--- config.mk ---
export PLATFORM = sky130hd
export DESIGN_NAME = mine_num_calc
export DESIGN_NICKNAME = d
export VERILOG_FILES = /design/src/rtl/saper_pkg.sv /design/src/rtl/neighbour_counter.sv /design/src/rtl/mine_num_calc.sv
export SDC_FILE = /design/constraint.sdc
export NUM_CORES = 2
export LEC_CHECK = 0
export CAP_MARGIN = 10
export CORE_AREA = 2 2 592 594
export CTS_CLUSTER_SIZE = 30
export DETAILED_ROUTE_END_ITERATION = 8
export DIE_AREA = 0 0 594 596
export PLACE_DENSITY = 0.39
export SKIP_LAST_GASP = 1
export SLEW_MARGIN = 25
export SYNTH_ARGS = -nofsm -noshare
export SYNTH_HDL_FRONTEND = slang
export SYNTH_SLANG_ARGS = --single-unit
--- constraint.sdc ---
create_clock -name clk -period 10.9 [get_ports clk]
set_input_delay 2.725 -clock clk [delete_from_list [all_inputs] [get_ports clk]]
set_output_delay 2.725 -clock clk [all_outputs]
set_load 0.05 [all_outputs]
--- src/rtl/saper_pkg.sv ---
// Shared board geometry, level encodings and FSM state type for the saper game.
package saper_pkg;

  localparam int EASY_SIZE   = 8;
  localparam int MEDIUM_SIZE = 10;
  localparam int HARD_SIZE   = 16;

  localparam logic [1:0] LVL_EASY   = 2'd1;
  localparam logic [1:0] LVL_MEDIUM = 2'd2;
  localparam logic [1:0] LVL_HARD   = 2'd3;

  typedef enum logic [1:0] {
    IDLE  = 2'd0,
    CLEAR = 2'd1,
    SCAN  = 2'd2,
    DONE  = 2'd3
  } state_t;

  function automatic logic [4:0] size_of_level(input logic [1:0] lvl);
    case (lvl)
      LVL_EASY:   return 5'(EASY_SIZE);
      LVL_MEDIUM: return 5'(MEDIUM_SIZE);
      LVL_HARD:   return 5'(HARD_SIZE);
      default:    return 5'd0;
    endcase
  endfunction

endpackage

--- src/rtl/neighbour_counter.sv ---
// Combinational mine count over the 8 neighbours of (x, y) inside an n x n board.
module neighbour_counter (
  input  logic [15:0][15:0] map,
  input  logic [3:0]        x,
  input  logic [3:0]        y,
  input  logic [4:0]        n,
  output logic [2:0]        count
);

  logic [3:0] raw;
  logic [4:0] nx;
  logic [4:0] ny;

  always_comb begin
    raw = '0;
    nx  = '0;
    ny  = '0;
    // An underflow at coordinate 0 wraps to 31, which the < n test rejects.
    for (int i = 0; i < 3; i++) begin
      for (int j = 0; j < 3; j++) begin
        nx = {1'b0, x} + 5'(i) - 5'd1;
        ny = {1'b0, y} + 5'(j) - 5'd1;
        if (!(i == 1 && j == 1) && (nx < n) && (ny < n))
          raw = raw + 4'(map[nx[3:0]][ny[3:0]]);
      end
    end
    if (map[x][y])
      count = 3'd0;
    else if (raw > 4'd7)
      count = 3'd7;
    else
      count = raw[2:0];
  end

endmodule

--- src/rtl/mine_num_calc.sv ---
// Snapshots the mine map, then scans the board one cell per clock writing
// neighbour counts into the array of the latched level.
module mine_num_calc
  import saper_pkg::*;
(
  input  logic                        clk,
  input  logic                        rst,
  input  logic                        start,
  input  logic [1:0]                  level,
  input  logic [15:0][15:0]           mine_arr,
  output logic [7:0][7:0][2:0]        num_arr_easy,
  output logic [9:0][9:0][2:0]        num_arr_medium,
  output logic [15:0][15:0][2:0]      num_arr_hard,
  output logic                        busy,
  output logic                        done
);

  state_t            state;
  logic [1:0]        lvl_q;
  logic [15:0][15:0] map_q;
  logic [3:0]        x_q;
  logic [3:0]        y_q;
  logic [4:0]        n_cur;
  logic [2:0]        cnt;
  logic              last_col;
  logic              last_cell;

  assign n_cur     = size_of_level(lvl_q);
  assign last_col  = ({1'b0, x_q} == n_cur - 5'd1);
  assign last_cell = last_col && ({1'b0, y_q} == n_cur - 5'd1);

  neighbour_counter u_counter (
    .map   (map_q),
    .x     (x_q),
    .y     (y_q),
    .n     (n_cur),
    .count (cnt)
  );

  always_ff @(posedge clk) begin
    if (rst) begin
      state          <= IDLE;
      lvl_q          <= '0;
      map_q          <= '0;
      x_q            <= '0;
      y_q            <= '0;
      busy           <= 1'b0;
      done           <= 1'b0;
      num_arr_easy   <= '0;
      num_arr_medium <= '0;
      num_arr_hard   <= '0;
    end else begin
      case (state)
        IDLE: begin
          if (start && level != 2'd0) begin
            lvl_q <= level;
            map_q <= mine_arr;
            busy  <= 1'b1;
            state <= CLEAR;
          end
        end
        CLEAR: begin
          num_arr_easy   <= '0;
          num_arr_medium <= '0;
          num_arr_hard   <= '0;
          x_q            <= '0;
          y_q            <= '0;
          state          <= SCAN;
        end
        SCAN: begin
          case (lvl_q)
            LVL_EASY:   num_arr_easy[x_q[2:0]][y_q[2:0]] <= cnt;
            LVL_MEDIUM: num_arr_medium[x_q][y_q]         <= cnt;
            LVL_HARD:   num_arr_hard[x_q][y_q]           <= cnt;
            default: ;
          endcase
          if (last_cell) begin
            x_q   <= '0;
            y_q   <= '0;
            done  <= 1'b1;
            state <= DONE;
          end else if (last_col) begin
            x_q <= '0;
            y_q <= y_q + 4'd1;
          end else begin
            x_q <= x_q + 4'd1;
          end
        end
        DONE: begin
          done  <= 1'b0;
          busy  <= 1'b0;
          state <= IDLE;
        end
        default: state <= IDLE;
      endcase
    end
  end

endmodule

After elaboration in Yosys (flattened, before gate mapping)
Cells that the tools add are included.
{"block": "classes", "add_sub_neg": 20, "n_lt_le_gt_ge": 21, "eq_ne": 14, "mux": 69, "n_reduce_logical": 27}
{"cell": "case mux 768 bit (2 select lines)", "count": 1}
{"cell": "bitwise mux 768 bit", "count": 1}
{"cell": "2-to-1 mux 768 bit", "count": 1}
{"cell": "case mux 300 bit (2 select lines)", "count": 1}
{"cell": "case mux 192 bit (2 select lines)", "count": 1}
{"cell": "bitwise mux 300 bit", "count": 1}
{"cell": "2-to-1 mux 300 bit", "count": 1}
{"cell": "binary-select mux 16 bit (select 4 bit)", "count": 4}
{"cell": "bitwise mux 192 bit", "count": 1}
{"cell": "demux 48 bit (select 4 bit)", "count": 1}
{"cell": "2-to-1 mux 192 bit", "count": 1}
{"cell": "demux 30 bit (select 4 bit)", "count": 1}
{"cell": "demux 24 bit (select 3 bit)", "count": 1}
{"cell": "2-to-1 mux 16 bit", "count": 4}
{"cell": "2-to-1 mux 48 bit", "count": 1}
{"cell": "2-to-1 mux 4 bit", "count": 11}
{"cell": "less-than comparator 4 x 5 -> 1 bit, second input constant", "count": 8}
{"cell": "binary-select mux 1 bit (select 4 bit)", "count": 9}
{"cell": "less-than comparator 5 bit", "count": 6}
{"cell": "2-to-1 mux 30 bit", "count": 1}
{"cell": "adder 4 x 1 -> 4 bit", "count": 7}
{"cell": "subtractor 5 x 1 -> 5 bit, second input constant", "count": 5}
{"cell": "2-to-1 mux 24 bit", "count": 1}
{"cell": "case mux 4 bit (2 select lines)", "count": 2}
{"cell": "other kinds (26)", "count": 80}
{"block": "word_totals", "regBits": 1530, "input_bits": 261, "output_inout_bits": 1262, "elab_cells": 593}

Longest topological paths before layout
{"block": "logic_depth", "ltp_word": 26, "depth_mapped": 47, "mapped_depth_nobuf": 38}

Cells and area by module
Synthesis repeated with hierarchy kept, for this count alone.
{"block": "unflattened", "hier_cells": 8206, "hier_area_um2": 68461.9}
{"module": "mine_num_calc", "instances": 1, "cells_each": 7530, "area_each_um2": 60194.0, "seq_area_each_um2": 30629.4}
{"module": "neighbour_counter", "instances": 1, "cells_each": 676, "area_each_um2": 8267.9, "seq_area_each_um2": 0.0}

Least setup slack after synthesis
OpenSTA, ideal clock, no wires.
{"block": "synth_path", "kind": "flip-flop to flip-flop", "startpoint": "register x_q[1]", "endpoint": "register num_arr_easy[102] (netlist name)", "setup_ns": 0.122, "t_arrival_ns": 9.325, "t_required_ns": 10.778, "slack_ns": 1.452, "path_stages_with_launch": 44, "path_buffers": 8, "synth_period_minus_slack_ns": 9.448, "cell_sequence": "dfxtp_1 buf_2 buf_2 buf_1 inv_1 clkbuf_1 ha_1 xnor2_2 buf_2 clkbuf_1 mux2_2 a222oi_1 a22oi_1 mux4_2 nand2_1 a21oi_1 or2_2 ha_1 [... 8 more ...] nor3_1 a31oi_1 inv_1 ha_1 nor3_1 a21oi_1 ha_1 a21oi_1 nor2_1 ha_1 nand2_1 o31ai_1 nand4_1 xor2_2 o31ai_2 buf_2 buf_2 o21ai_0"}
{"block": "synth_between", "elab_chain_cells": 26, "elab_cells_between_ends": 68, "cone_classes": "add/sub: 12; order compare: 6; mux: 41; reduce/logical: 9"}
{"element": "start: declaration", "line": "mine_num_calc.sv:21", "rtl": "logic [3:0] x_q;"}
{"element": "start signal: assignment", "line": "mine_num_calc.sv:86", "rtl": "x_q <= x_q + 4'd1;"}
{"element": "subtractor 4 x 1 -> 5 bit", "line": "neighbour_counter.sv:21", "rtl": "nx = {1'b0, x} + 5'(i) - 5'd1;"}
{"element": "binary-select mux 16 bit (select 4 bit)", "line": "neighbour_counter.sv:24", "rtl": "raw = raw + 4'(map[nx[3:0]][ny[3:0]]);"}
{"element": "2-to-1 mux 16 bit (not written as such)", "line": "neighbour_counter.sv:24"}
{"element": "binary-select mux 1 bit (select 4 bit)", "line": "neighbour_counter.sv:24"}
{"element": "2-to-1 mux 1 bit (not written as such)", "line": "neighbour_counter.sv:24"}
{"element": "2-to-1 mux 1 bit", "line": "neighbour_counter.sv:23", "rtl": "if (!(i == 1 && j == 1) && (nx < n) && (ny < n))"}
{"element": "adder 4 x 1 -> 4 bit", "line": "neighbour_counter.sv:24"}
{"element": "2-to-1 mux 4 bit", "line": "neighbour_counter.sv:23"}
{"element": "[... 10 more ...]"}
{"element": "adder 4 x 1 -> 4 bit", "line": "neighbour_counter.sv:24"}
{"element": "2-to-1 mux 4 bit", "line": "neighbour_counter.sv:23"}
{"element": "> comparator 4 x 3 -> 1 bit", "line": "neighbour_counter.sv:29", "rtl": "else if (raw > 4'd7)"}
{"element": "2-to-1 mux 3 bit", "line": "neighbour_counter.sv:29"}
{"element": "2-to-1 mux 3 bit", "line": "neighbour_counter.sv:27", "rtl": "if (map[x][y])"}
{"element": "bitwise mux 192 bit (*)", "line": "mine_num_calc.sv:72", "rtl": "LVL_EASY: num_arr_easy[x_q[2:0]][y_q[2:0]] <= cnt;"}
{"element": "2-to-1 mux 192 bit (*)", "line": "mine_num_calc.sv:71", "rtl": "case (lvl_q)"}
{"element": "case mux 192 bit (2 select lines) (*)", "line": "mine_num_calc.sv:53", "rtl": "case (state)"}
{"element": "end signal: indexed assignment", "line": "mine_num_calc.sv:72"}
{"element": "end: declaration", "line": "mine_num_calc.sv:11", "rtl": "output logic [7:0][7:0][2:0] num_arr_easy,"}
Mark *: on every way between the ends. The rest lies on a longest branch, timed or not. The select of a mux whose other input is x is not followed.
A chain may end at the register's enable or synchronous reset.

Worst setup path after layout
{"block": "layout_path", "startpoint": "register x_q[0]", "endpoint": "register num_arr_hard[667] (netlist name)"}
{"block": "layout_between", "elab_chain_cells": 26, "elab_cells_between_ends": 68, "cone_classes": "add/sub: 12; order compare: 6; mux: 41; reduce/logical: 9"}
{"element": "subtractor 4 x 1 -> 5 bit", "line": "neighbour_counter.sv:21"}
{"element": "binary-select mux 16 bit (select 4 bit)", "line": "neighbour_counter.sv:24"}
{"element": "2-to-1 mux 16 bit (not written as such)", "line": "neighbour_counter.sv:24"}
{"element": "binary-select mux 1 bit (select 4 bit)", "line": "neighbour_counter.sv:24"}
{"element": "2-to-1 mux 1 bit (not written as such)", "line": "neighbour_counter.sv:24"}
{"element": "2-to-1 mux 1 bit", "line": "neighbour_counter.sv:23"}
{"element": "adder 4 x 1 -> 4 bit", "line": "neighbour_counter.sv:24"}
{"element": "2-to-1 mux 4 bit", "line": "neighbour_counter.sv:23"}
{"element": "[... 10 more ...]"}
{"element": "adder 4 x 1 -> 4 bit", "line": "neighbour_counter.sv:24"}
{"element": "2-to-1 mux 4 bit", "line": "neighbour_counter.sv:23"}
{"element": "> comparator 4 x 3 -> 1 bit", "line": "neighbour_counter.sv:29"}
{"element": "2-to-1 mux 3 bit", "line": "neighbour_counter.sv:29"}
{"element": "2-to-1 mux 3 bit", "line": "neighbour_counter.sv:27"}
{"element": "bitwise mux 768 bit (*)", "line": "mine_num_calc.sv:74", "rtl": "LVL_HARD: num_arr_hard[x_q][y_q] <= cnt;"}
{"element": "2-to-1 mux 768 bit (*)", "line": "mine_num_calc.sv:71"}
{"element": "case mux 768 bit (2 select lines) (*)", "line": "mine_num_calc.sv:53"}
{"element": "end signal: indexed assignment", "line": "mine_num_calc.sv:74"}
{"element": "end: declaration", "line": "mine_num_calc.sv:13", "rtl": "output logic [15:0][15:0][2:0] num_arr_hard,"}
Marks and branches as above.

==> qor.csv <==
metric,value,unit
Yosys top cell area share,50.5,%
CTS Buf Count,188,
Global Route Usage Sum,19.9,%
Clk network pwr share,41.7,%
die height,596,um
combinational fraction of design power,20.6,%
post-synth cell types,80,
area delta synth->final,44.7,%
Crit path top cell by count,ha_1,
Sink Count,1530,
Cells after Synth,7176,
die width,594,um
WL final,370,mm
"leading cell type in the layout, fill and taps excluded",dfxtp_1,
"Reg clk slew, reported paths",0.06,ns
net switching power of the design,0.00540,W
Worst Path Max Fanout,102,
Leakage,28.4,nW
initial core utilization,17.4,%
Clock Tree Buf Depth,4,
"Cell Area, Synth",60700,sq um
CP max stage cell,ha_4,
DR vias/cell,4.59,
antenna violations before repair,36,
CP Launch Type,flip-flop,
Hold/Removal Path Class,flip-flop to flip-flop,
row cnt,217,
number of max-cap violations,0,
Crit path required time,11.65,ns
count of pins over their slew limit,0,
Final Cycle Share,88.8,%
Pint,0.0105,W
final worst path period need,9.68,ns
# port buffers,1522,
drt pass-1 iters,8,
critical path type,flip-flop to flip-flop,
most frequent cells in the layout,"1525 x dfxtp_1, 1520 x clkdlybuf4s50_1, 1512 x nand2_1",
# Post-CTS Setup Buffers,0,
#FFs+latches synth,1530,
Post-synth EDFFs,0,
Die ar.,354000,sq um
Place WS,1.38,ns
outcome,completed,
WL/cell,27.9,um
hold slack final,0.451,ns
RSZ-0062 raised after global routing,no,
ys async rst share,0,%
peak supply drop,0.128,mV
core region area,348000,sq um
1st-iter DRT viols,4730,
global placer's final weighted congestion,0.896,
Max-slew headroom,20.1,%
Skew-Pair Late Insertion Delay,0.88,ns
largest net degree at the start of global routing,223,
register area share after synthesis,50.5,%
root buffer cell,clkbuf_16,
largest cells by area after synthesis,"dfxtp_1 51%, o21ai_0 11%, nand2_1 9.4%",
Final WS setup,1.22,ns
CTS tree,done,
TNS Setup,0,ns
Avg Inst Size Synth,8.45,sq um
crit path from,x_q[0],
Nets,8797,
Fmax achieved,0.103,GHz
grt ovf,0,
"Hold-fix buffers, CTS",0,
Worst path max stage delay,0.67,ns
switch share,33.9,%
sequential power share,37.7,%
CTS H-tree depth,4,
Worst R2R Start,x_q[0],
Synth Warn #,0,
# IOs,1523,
layout cells sized above 1,8.40,%
Total Power,0.0159,W
ys flop type,dfxtp_1,
critical hold path startpoint,num_arr_medium[195],
Remaining DRCs,0,
"area leader, netlist",dfxtp_1,
endpoints failing hold,0,
Final setup viols,0,
pwr dens,182,nW/um^2
crit end category,flip-flop,
post-detail-place hpwl,274,mm
post-route ant nets,0,
post-cts resize count,0,
Vias,60831,
first-pass GRT wire length,499,mm
actual slew at the worst max-slew pin,1.19,ns
Critical Path AT,10.43,ns
clock skew,0.0688,ns
Syn Nets,7482,
vias in the first global route,59000,
[sequential cells by signal, summed over array words and instances (netlist names)]
register        count
y_q                 4
x_q                 4
map_q             256
state               2
num_arr_medium    300
busy                1
lvl_q               2
num_arr_easy      192
num_arr_hard      768
done                1
[synth_stat cells (11+ instances only)]
cell type,number
a211oi_1,13
a21oi_1,501
a2bb2oi_1,11
a31oi_1,19
and2_1,31
and3_1,29
buf_1,71
buf_2,104
clkbuf_1,351
clkbuf_2,18
dfxtp_1,1530
ha_1,45
inv_1,22
mux2_2,36
mux2i_1,106
mux4_2,137
nand2_1,1513
nand2b_1,11
nand3_1,858
nor2_1,119
nor3_1,27
o21ai_0,1365
o21ai_1,41
o221ai_1,16
o22ai_1,33
[critical path: cells and delay by family (launching register included)]
family	cells	cell delay (ns)
buffers and inverters	7	1.33
XOR/XNOR	2	0.87
AND/OR/NAND/NOR	8	1.46
adder cells (fa/ha/maj)	8	2.49
flip-flops	1	0.36
AO/OA/AOI/OAI	9	1.76
multiplexers	3	1.00
[kinds of logic (layout without fill, tap and decap cells)]
family / Yosys count / count (layout) / synth area share, %
buf+inv: 578 / 2041 / 3.87
other cells: 0 / 19 / 0
simple gates: 2639 / 2639 / 18.8
flops: 1530 / 1530 / 50.5
compound gates: 2084 / 2084 / 18.0
xor+xnor: 21 / 21 / 0.398
mux: 279 / 279 / 7.50
fa+ha+maj: 45 / 45 / 0.928
[final timing paths]
| kind | end | slack, ns | cells past startpoint |
|---|---|---|---|
| max reg2reg | num_arr_hard[667] | 1.22 | 37 |
| max | num_arr_hard[667] | 1.22 | 37 |
| min | num_arr_medium[195] | 0.45 | 2 |
| min reg2reg | num_arr_medium[195] | 0.45 | 2 |
[power groups by stage]
stage | clock [W] | combinational [W] | sequential, W
floorplan | 0 | 0.00189 | 0.00598
global placement | 0 | 0.00326 | 0.00612
detailed placement | 0 | 0.00327 | 0.00613
CTS | 0.00680 | 0.00329 | 0.00601
global route | 0.00700 | 0.00350 | 0.00602
finish | 0.00664 | 0.00329 | 0.00601
[metal layers]
metal	share of wire, %	vias up	track usage, %
met5	0.0043	-	0
met4	3.7	2	6.96
met3	7.2	484	4.73
met2	47	2493	33.3
met1	42	29925	24.7
li1	-	27927	-
[stage by stage]
stage,utilization [%],std cells,area [sq um]
after floorplan,-,7176,60700
after global placement,23.3,12898,81200
after detailed placement,23.4,12899,81200
after CTS,25.2,13237,87700
after global routing,25.2,13249,87700
final,25.2,13257,87800
[layout make-up]
class | instances | area [sq um]
Sequential cell | 1530 | 30600
Timing Repair Buffer | 1675 | 16700
Antenna cell | 19 | 47.5
Tap cell | 4599 | 5750
Multi-Input combinational cell | 5068 | 28000
Clock inverter | 80 | 1040
Fill cell | 37590 | 260000
Clock buffer | 258 | 5420
Inverter | 28 | 105
(Power assumes the default switching activity.)
